`config.mk`:
```
export PLATFORM = sky130hd
export DESIGN_NAME = serial_word_adder
export DESIGN_NICKNAME = d
export VERILOG_FILES = /design/src/rtl/serial_add_pkg.sv /design/src/rtl/byte_add_slice.sv /design/src/rtl/serial_word_adder.sv
export SDC_FILE = /design/constraint.sdc
export NUM_CORES = 1
export LEC_CHECK = 0
export CORE_MARGIN = 2
export CORE_UTILIZATION = 50
export CTS_CLUSTER_SIZE = 40
export DETAILED_ROUTE_END_ITERATION = 10
export GPL_TIMING_DRIVEN = 0
export PLACE_DENSITY = 0.87
export SYNTH_ARGS = -nofsm -noshare
export SYNTH_HDL_FRONTEND = slang
export SYNTH_SLANG_ARGS = --single-unit
```
`constraint.sdc`:
```
create_clock -name clk -period 3.7 [get_ports clk]
set_input_delay 0.555 -clock clk [delete_from_list [all_inputs] [get_ports clk]]
set_output_delay 0.555 -clock clk [all_outputs]
set_load 0.01 [all_outputs]
```
`src/rtl/serial_add_pkg.sv`:
```
// Shared types and defaults for the byte-serial word adder.
package serial_add_pkg;

  localparam int BYTE_W_DEFAULT = 8;

  typedef enum logic [1:0] {
    IDLE = 2'd0,
    RUN  = 2'd1,
    DONE = 2'd2
  } state_t;

endpackage

```
`src/rtl/byte_add_slice.sv`:
```
// One BYTE_W-wide combinational add slice with carry in and carry out.
module byte_add_slice #(
  parameter int BYTE_W = serial_add_pkg::BYTE_W_DEFAULT
) (
  input  logic [BYTE_W-1:0] a,
  input  logic [BYTE_W-1:0] b,
  input  logic              ci,
  output logic [BYTE_W-1:0] s,
  output logic              co
);

  assign {co, s} = {1'b0, a} + {1'b0, b} + {{BYTE_W{1'b0}}, ci};

endmodule

```
`src/rtl/serial_word_adder.sv`:
```
// Adds two NBYTES-wide unsigned words one byte per cycle through a single slice,
// with a valid/ready handshake on both the operand and the result side.
module serial_word_adder
  import serial_add_pkg::*;
#(
  parameter int NBYTES = 4,
  parameter int BYTE_W = BYTE_W_DEFAULT
) (
  input  logic                     clk,
  input  logic                     rst_n,
  input  logic                     in_valid,
  output logic                     in_ready,
  input  logic [NBYTES*BYTE_W-1:0] a,
  input  logic [NBYTES*BYTE_W-1:0] b,
  input  logic                     cin,
  output logic                     out_valid,
  input  logic                     out_ready,
  output logic [NBYTES*BYTE_W-1:0] sum,
  output logic                     cout
);

  localparam int WORD_W = NBYTES * BYTE_W;
  localparam int IDX_W  = $clog2(NBYTES) + 1;
  localparam logic [IDX_W-1:0] LAST_IDX = IDX_W'(NBYTES - 1);

  state_t            state_reg, state_next;
  logic              in_ready_reg;
  logic [WORD_W-1:0] a_reg, b_reg, sum_reg, sum_next;
  logic              carry_reg, cout_reg;
  logic [IDX_W-1:0]  idx_reg;

  logic [BYTE_W-1:0] a_mask [NBYTES];
  logic [BYTE_W-1:0] b_mask [NBYTES];
  logic [BYTE_W-1:0] a_byte, b_byte, slice_s;
  logic              slice_co;
  logic              accept, run_last;

  // Byte select is a masked OR so idx never drives a variable part-select.
  for (genvar gi = 0; gi < NBYTES; gi++) begin : g_byte
    assign a_mask[gi] = (idx_reg == IDX_W'(gi)) ? a_reg[gi*BYTE_W +: BYTE_W] : '0;
    assign b_mask[gi] = (idx_reg == IDX_W'(gi)) ? b_reg[gi*BYTE_W +: BYTE_W] : '0;
    assign sum_next[gi*BYTE_W +: BYTE_W] =
      (idx_reg == IDX_W'(gi)) ? slice_s : sum_reg[gi*BYTE_W +: BYTE_W];
  end

  always_comb begin
    a_byte = '0;
    b_byte = '0;
    for (int i = 0; i < NBYTES; i++) begin
      a_byte = a_byte | a_mask[i];
      b_byte = b_byte | b_mask[i];
    end
  end

  byte_add_slice #(
    .BYTE_W(BYTE_W)
  ) u_slice (
    .a  (a_byte),
    .b  (b_byte),
    .ci (carry_reg),
    .s  (slice_s),
    .co (slice_co)
  );

  assign accept   = in_valid && in_ready_reg;
  assign run_last = (idx_reg == LAST_IDX);

  always_comb begin
    state_next = state_reg;
    case (state_reg)
      IDLE:    if (accept) state_next = RUN;
      RUN:     if (run_last) state_next = DONE;
      DONE:    if (out_ready) state_next = IDLE;
      default: state_next = IDLE;
    endcase
  end

  always_ff @(posedge clk or negedge rst_n) begin
    if (!rst_n) begin
      state_reg    <= IDLE;
      in_ready_reg <= 1'b0;
      a_reg        <= '0;
      b_reg        <= '0;
      sum_reg      <= '0;
      carry_reg    <= 1'b0;
      cout_reg     <= 1'b0;
      idx_reg      <= '0;
    end else begin
      state_reg    <= state_next;
      // Registered so ready only rises on the first edge out of reset.
      in_ready_reg <= (state_next == IDLE);
      case (state_reg)
        IDLE: begin
          if (accept) begin
            a_reg     <= a;
            b_reg     <= b;
            carry_reg <= cin;
            idx_reg   <= '0;
          end
        end
        RUN: begin
          sum_reg   <= sum_next;
          carry_reg <= slice_co;
          idx_reg   <= idx_reg + IDX_W'(1);
          if (run_last) cout_reg <= slice_co;
        end
        default: ;
      endcase
    end
  end

  assign in_ready  = in_ready_reg;
  assign out_valid = (state_reg == DONE);
  assign sum       = sum_reg;
  assign cout      = cout_reg;

endmodule

```
## Word level (Yosys, flattened, before mapping)

Cells that the tools add are included.

- Add/sub/neg operators: 3
- $mul: 0
- Div/mod/pow operators: 0
- Order comparisons: 0
- Equal/unequal tests: 6
- Shift operators: 0
- Mux-type cells: 16
- Bitwise gates (word level): 6
- Reduce and logical (&&, ||, !) cells: 11

Operators by type and width:

| operator | number |
|---|---|
| $mux 8 | 8 |
| $or 8x8->8 | 6 |
| $reduce_and 2->1 | 6 |
| $add 8x8->9 | 1 |
| $add 9x1->9 | 1 |
| $eq 3x2->1 const B | 2 |
| $mux 2 | 3 |
| $pmux 2 s3 | 1 |
| $pmux 3 s2 | 1 |
| $logic_not 2->1 | 2 |
| $add 3x1->3 const B | 1 |
| $eq 3x1->1 const B | 1 |
| $logic_not 3->1 | 1 |
| $mux 3 | 1 |
| $eq 2x1->1 const B | 1 |
| $eq 2x2->1 const B | 1 |
| $ne 2x2->1 const B | 1 |
| $pmux 1 s2 | 1 |
| $reduce_bool 2->1 | 1 |
| $logic_and 1x1->1 | 1 |
| $mux 1 | 1 |

- Register bits after elaboration: 104
- Latch bits: 0
- RAM bits: 0
- Memory bits (read-only): 0
- Input bits: 69
- Output and inout port bits: 35
- Word-level logic and storage cells: 53
- Memories: 0

## Depth between registers and ports, before layout

- Depth in word-level cells: 8
- Depth in mapped cells: 14
- Gate-level depth less buffers: 13

## Modules after synthesis

From an unflattened synthesis, not the netlist that was laid out.

- Cell total of the unflattened synthesis: 338
- Area, all modules: 4,755.8 µm²

By module, submodules not included:

| module | instances | cells an instance | area each (µm²) | seq. area each (µm²) |
|---|---|---|---|---|
| serial_word_adder | 1 | 298 | 4,424.2 | 2,602.5 |
| byte_add_slice | 1 | 40 | 331.6 | 0.0 |

## Worst setup path before layout

OpenSTA, ideal clock, no wires.

- Kind: register -> register
- From: reg idx_reg[0]
- To: reg cout_reg (netlist: cout)
- Library setup time: 0.131 ns
- Arrival time: 2.833 ns
- Data required time: 3.569 ns
- Setup slack: 0.736 ns
- Cell stages (with the launch flop): 15
- Path buffers: 2
- Period minus slack after synthesis: 2.964 ns
- Cells stage by stage: dfrtp_1 > inv_1 > ha_1 > nor2b_1 > buf_2 > clkbuf_1 > a221oi_1 > fa_1 > inv_1 > fa_1 > a21o_1 > a221oi_2 > o21bai_1 > a21oi_1 > o21ai_0

- Cells in the longest elaborated chain, start to end: 7
- Elaborated cells on any way between the ends: 21
- Those cells by class: add/sub: 2; eq/ne: 3; mux: 8; bitwise: 6; reduce/logical: 2

RTL lines:

| element | line | source |
|---|---|---|
| start, declared | serial_word_adder.sv:30 | `logic [IDX_W-1:0] idx_reg;` |
| start signal, assigned | serial_word_adder.sv:104 | `idx_reg <= idx_reg + IDX_W'(1);` |
| $eq 3x1->1 / $logic_not 3->1 (equally long branches) | serial_word_adder.sv:40, serial_word_adder.sv:41 |  |
| $mux 8 (on tied branches) | serial_word_adder.sv:40, serial_word_adder.sv:41 |  |
| $or 8x8->8 (on tied branches) (3 in a row) | serial_word_adder.sv:50, serial_word_adder.sv:51 |  |
| $add 8x8->9 | byte_add_slice.sv:12 | `assign {co, s} = {1'b0, a} + {1'b0, b} + {{BYTE_W{1'b0}}, ci};` |
| $add 9x1->9 | byte_add_slice.sv:12 |  |
| end signal, assigned | serial_word_adder.sv:105 | `if (run_last) cout_reg <= slice_co;` |
| end, declared | serial_word_adder.sv:29 | `logic carry_reg, cout_reg;` |

Several ways; a longest one is shown, not always the timed one.
A chain may end at the register's enable or synchronous reset.

## Final worst setup path

- From: reg idx_reg[0]
- To: reg sum_reg[5] (netlist: sum[5])

- Cells in the longest elaborated chain, start to end: 7
- Elaborated cells on any way between the ends: 21
- Those cells by class: add/sub: 2; eq/ne: 3; mux: 8; bitwise: 6; reduce/logical: 2

RTL lines:

| element | line | source |
|---|---|---|
| $eq 3x1->1 / $logic_not 3->1 (equally long branches) | serial_word_adder.sv:40, serial_word_adder.sv:41, serial_word_adder.sv:43 |  |
| $mux 8 (on tied branches) | serial_word_adder.sv:40, serial_word_adder.sv:41 |  |
| $or 8x8->8 (on tied branches) (3 in a row) | serial_word_adder.sv:50, serial_word_adder.sv:51 |  |
| $add 8x8->9 | byte_add_slice.sv:12 |  |
| $add 9x1->9 | byte_add_slice.sv:12 |  |
| end signal, assigned | serial_word_adder.sv:102 | `sum_reg <= sum_next;` |
| end, declared | serial_word_adder.sv:28 | `logic [WORD_W-1:0] a_reg, b_reg, sum_reg, sum_next;` |

Several ways; a longest one is shown, not always the timed one.

==> impl_metrics.toml <==
[outcome]
status = "finished, final reports clean"

[grt]
grt_overflow = 0
grt_pass1_wl_um = 16990
grt_max_degree = 54
grt_pass1_vias = 3471
grt_antenna_before_repair = 0
grt.total_usage_pct = 22.17

[yosys]
synthMostInstantiatedCell = "dfrtp_1"
synth.top_cell.area_share_pct = 57.21
synthTopCellsByArea = "dfrtp_1 57%, mux2_2 15%, a22oi_1 4.8%, nand2_1 4.4%, ha_1 3.3%"
synth_ff_type = "dfrtp_1"
synth_warnings = 0
synth_area_mm2 = 0.004549
synth_seq_cells = 104
synth_edf_count = 0
ys_seq_area_share_pct = 57.21
synthTopCellsByCount = "104 x dfrtp_1, 62 x mux2_2, 53 x nand2_1"
synth_top_family_by_area = "multiplexers"
syn_area_per_cell_um2 = 12.43
synth_cells = 366
synth_compound_area_share_pct = 12.02
muxShareOfSynthArea_pct = 16.83
synth_adder_area_share_pct = 4.180
async_flop_share_pct = 100.0
synth-xor-area-share_pct = 0.9626
synth_nets = 449
ys_types = 36
yosysTopAreaCell = "dfrtp_1"
synth-simple-area-share_pct = 6.051

[cts]
cts_tree = "yes"
path_clk_slew_ns = 0.10
cts_sinks = 104
clk_latency_ns = 0.37
cts_buffer_depth = 2
cts_hold_buffers = 0
htreeDepth = 3
clock-root-buffer = "clkbuf_8"
cts_setup_buffers = 0
cts.repair.resized = 0
cts_inserted_buffers = 9

[setup_path]
worstPathArrival_ns = 3.70
cp_slowest_cell = "a311oi_1"
r2r-end = "sum[5]"
crit_type = "reg2reg"
reg2reg_from = "idx_reg[0]"
critical_path.max_stage_delay_ns = 0.54
startpoint_type = "flop"
worstPathCellList = "ha_1 > ha_1 > clkbuf_1 > clkbuf_1 > a22oi_1 > nand2_1 > ha_1 > a21o_1 > nand2_1 > o31ai_1 > a311oi_1 > o21ai_0"
cp-end-kind = "flop"
reg2reg_slack_ns = 0.22
path_common_cell = "ha_1"
ff2ff_path_depth = 12
cp.required_ns = 3.92
cp_max_fo = 10

[pwr]
p_int_mw = 3.383
seq_power_share_pct = 35.9
max-vdd-ir-drop_v = 0.0004535
p_clk_share_pct = 12.3
power_switching_mw = 2.222
p_leak_nw = 2.594
combPwrFrac_pct = 51.8
power_density_mw_per_mm2 = 944.7
swShare_pct = 39.64

[cells_and_area]
stdcell_area_mm2 = 0.005933
diodes = 0
seq_area_mm2 = 0.002603
syn2layout_area_growth_pct = 30.42
final_net_count = 564
n_fill_cell = 646
fin_cells = 593
final_core_util_pct = 67.70
drive_gt1_share_pct = 19.59
multi_input_area_mm2 = 0.001828

[sta]
skew_ns = 0.01250
grt_setup_unrepaired = "false"
relSlewSlack_pct = 54.54
fin_crit_ns = 3.480
final_hold_viol_count = 0
min_period_over_period_pct = 94.06
worstMarginPinSlew_ns = 0.6819
maxSlewViolCount = 0
setup_violations = 0
fmaxAchievable_ghz = 0.2873

[placement]
gp_congestion = 0.7996
dpl_cell_area_mm2 = 0.005741
portBuffers = 103
dp_hpwl_um = 8033
dp_cells = 578

[die]
io_pins = 104
core_area_mm2 = 0.008763
rows = 34
start_util_pct = 51.91
die_w_um = 99.39
dieArea_mm2 = 0.009877
die_h_um = 99.39

[detailed_routing]
route.detailed.drc = 0
wl_per_cell_um = 17.52
dr.pass1.iters = 4
vias = 3262
postRouteWirelength_um = 10390
ant_nets = 0
viasPerCell = 5.501
drt_iter0_markers = 176

[worst_hold_path]
hold_path.class = "in2async"

[flow_run]
maxCapViolCount = 0
-- worst max-delay path by stage --
stage                from   endpoint  slack, ns
2_1_floorplan  idx_reg[0]       cout       0.74
3_3_place_gp        rst_n  a_reg[13]      -1.52
3_5_place_dp   idx_reg[0]       cout       0.19
4_1_cts        idx_reg[0]       cout       0.15
5_1_grt        idx_reg[0]     sum[5]      0.001
6_report       idx_reg[0]     sum[5]       0.22
-- power by group through the flow --
stage | Clock (mW) | Combinational, mW | Sequential (mW)
2_1_floorplan | 0 | 1.86 | 2.02
3_3_place_gp | 0 | 2.76 | 2.00
3_5_place_dp | 0 | 2.89 | 2.03
4_1_cts | 0.694 | 2.91 | 2.01
5_1_grt | 0.737 | 3.19 | 2.09
6_report | 0.687 | 2.90 | 2.01
-- area by class of cell --
class                           count  share of cell area (%)
Clock inverter                      5                  0.9911
Inverter                            8                  0.5061
Sequential cell                   104                   43.86
Tap cell                          108                   2.278
Buffer                             20                   1.603
Multi-Input combinational cell    234                   30.81
Clock buffer                       10                   2.151
Timing Repair Buffer              104                   17.80
-- cell families after synthesis --
group	count (synthesis)
compound gates	82
xor+xnor	5
fa+ha+maj	14
buf+inv	28
flops	104
mux	68
simple gates	65
-- metal layers --
| metal | GRT usage (%) | part of all wire, % |
|---|---|---|
| met1 | 28.87 | 43 |
| met2 | 37.84 | 50 |
| met3 | 3.584 | 5.5 |
| met4 | 7.798 | 1.5 |
| met5 | 0 | 0 |
-- critical path, delay by kind of cell, from the launching register on --
kind | cells | cell delay [ns]
adder cells (fa/ha/maj) | 3 | 0.61
AO/OA/AOI/OAI | 5 | 1.21
AND/OR/NAND/NOR | 2 | 0.19
buffers and inverters | 2 | 0.88
flip-flops | 1 | 0.43
-- metrics by stage --
step	setup TNS (ns)	setup slack, ns	power [mW]	hold WS [ns]
after detailed placement	0	0.1886	4.928	0.4756
after global routing	0	0.001439	6.013	0.2682
final	0	0.2197	5.605	0.2038
after global placement	-157.69	-1.520	4.759	0.4611
after floorplan	0	0.7357	3.877	0.2594
after CTS	0	0.1500	5.616	0.2337
-- placed cells by master (no fill, tap or decap), types with 2 or more instances in the layout --
| cell | instances |
|---|---|
| dfrtp_1 | 104 |
| o21ai_0 | 24 |
| nor2b_1 | 4 |
| clkbuf_1 | 9 |
| nand2_1 | 53 |
| inv_1 | 8 |
| clkbuf_8 | 9 |
| a21oi_1 | 4 |
| buf_2 | 10 |
| o31ai_1 | 2 |
| mux2_2 | 62 |
| xnor2_1 | 3 |
| o21ai_1 | 8 |
| a22o_1 | 2 |
| o21bai_1 | 2 |
| a21o_1 | 2 |
| fa_1 | 2 |
| xor2_1 | 2 |
| mux2_1 | 6 |
| a22oi_1 | 29 |
| clkdlybuf4s50_1 | 102 |
| nand2b_1 | 2 |
| a221oi_2 | 2 |
| ha_1 | 12 |
| buf_4 | 3 |
| clkinvlp_4 | 2 |
No activity file was read; power rests on OpenSTA's default activity.
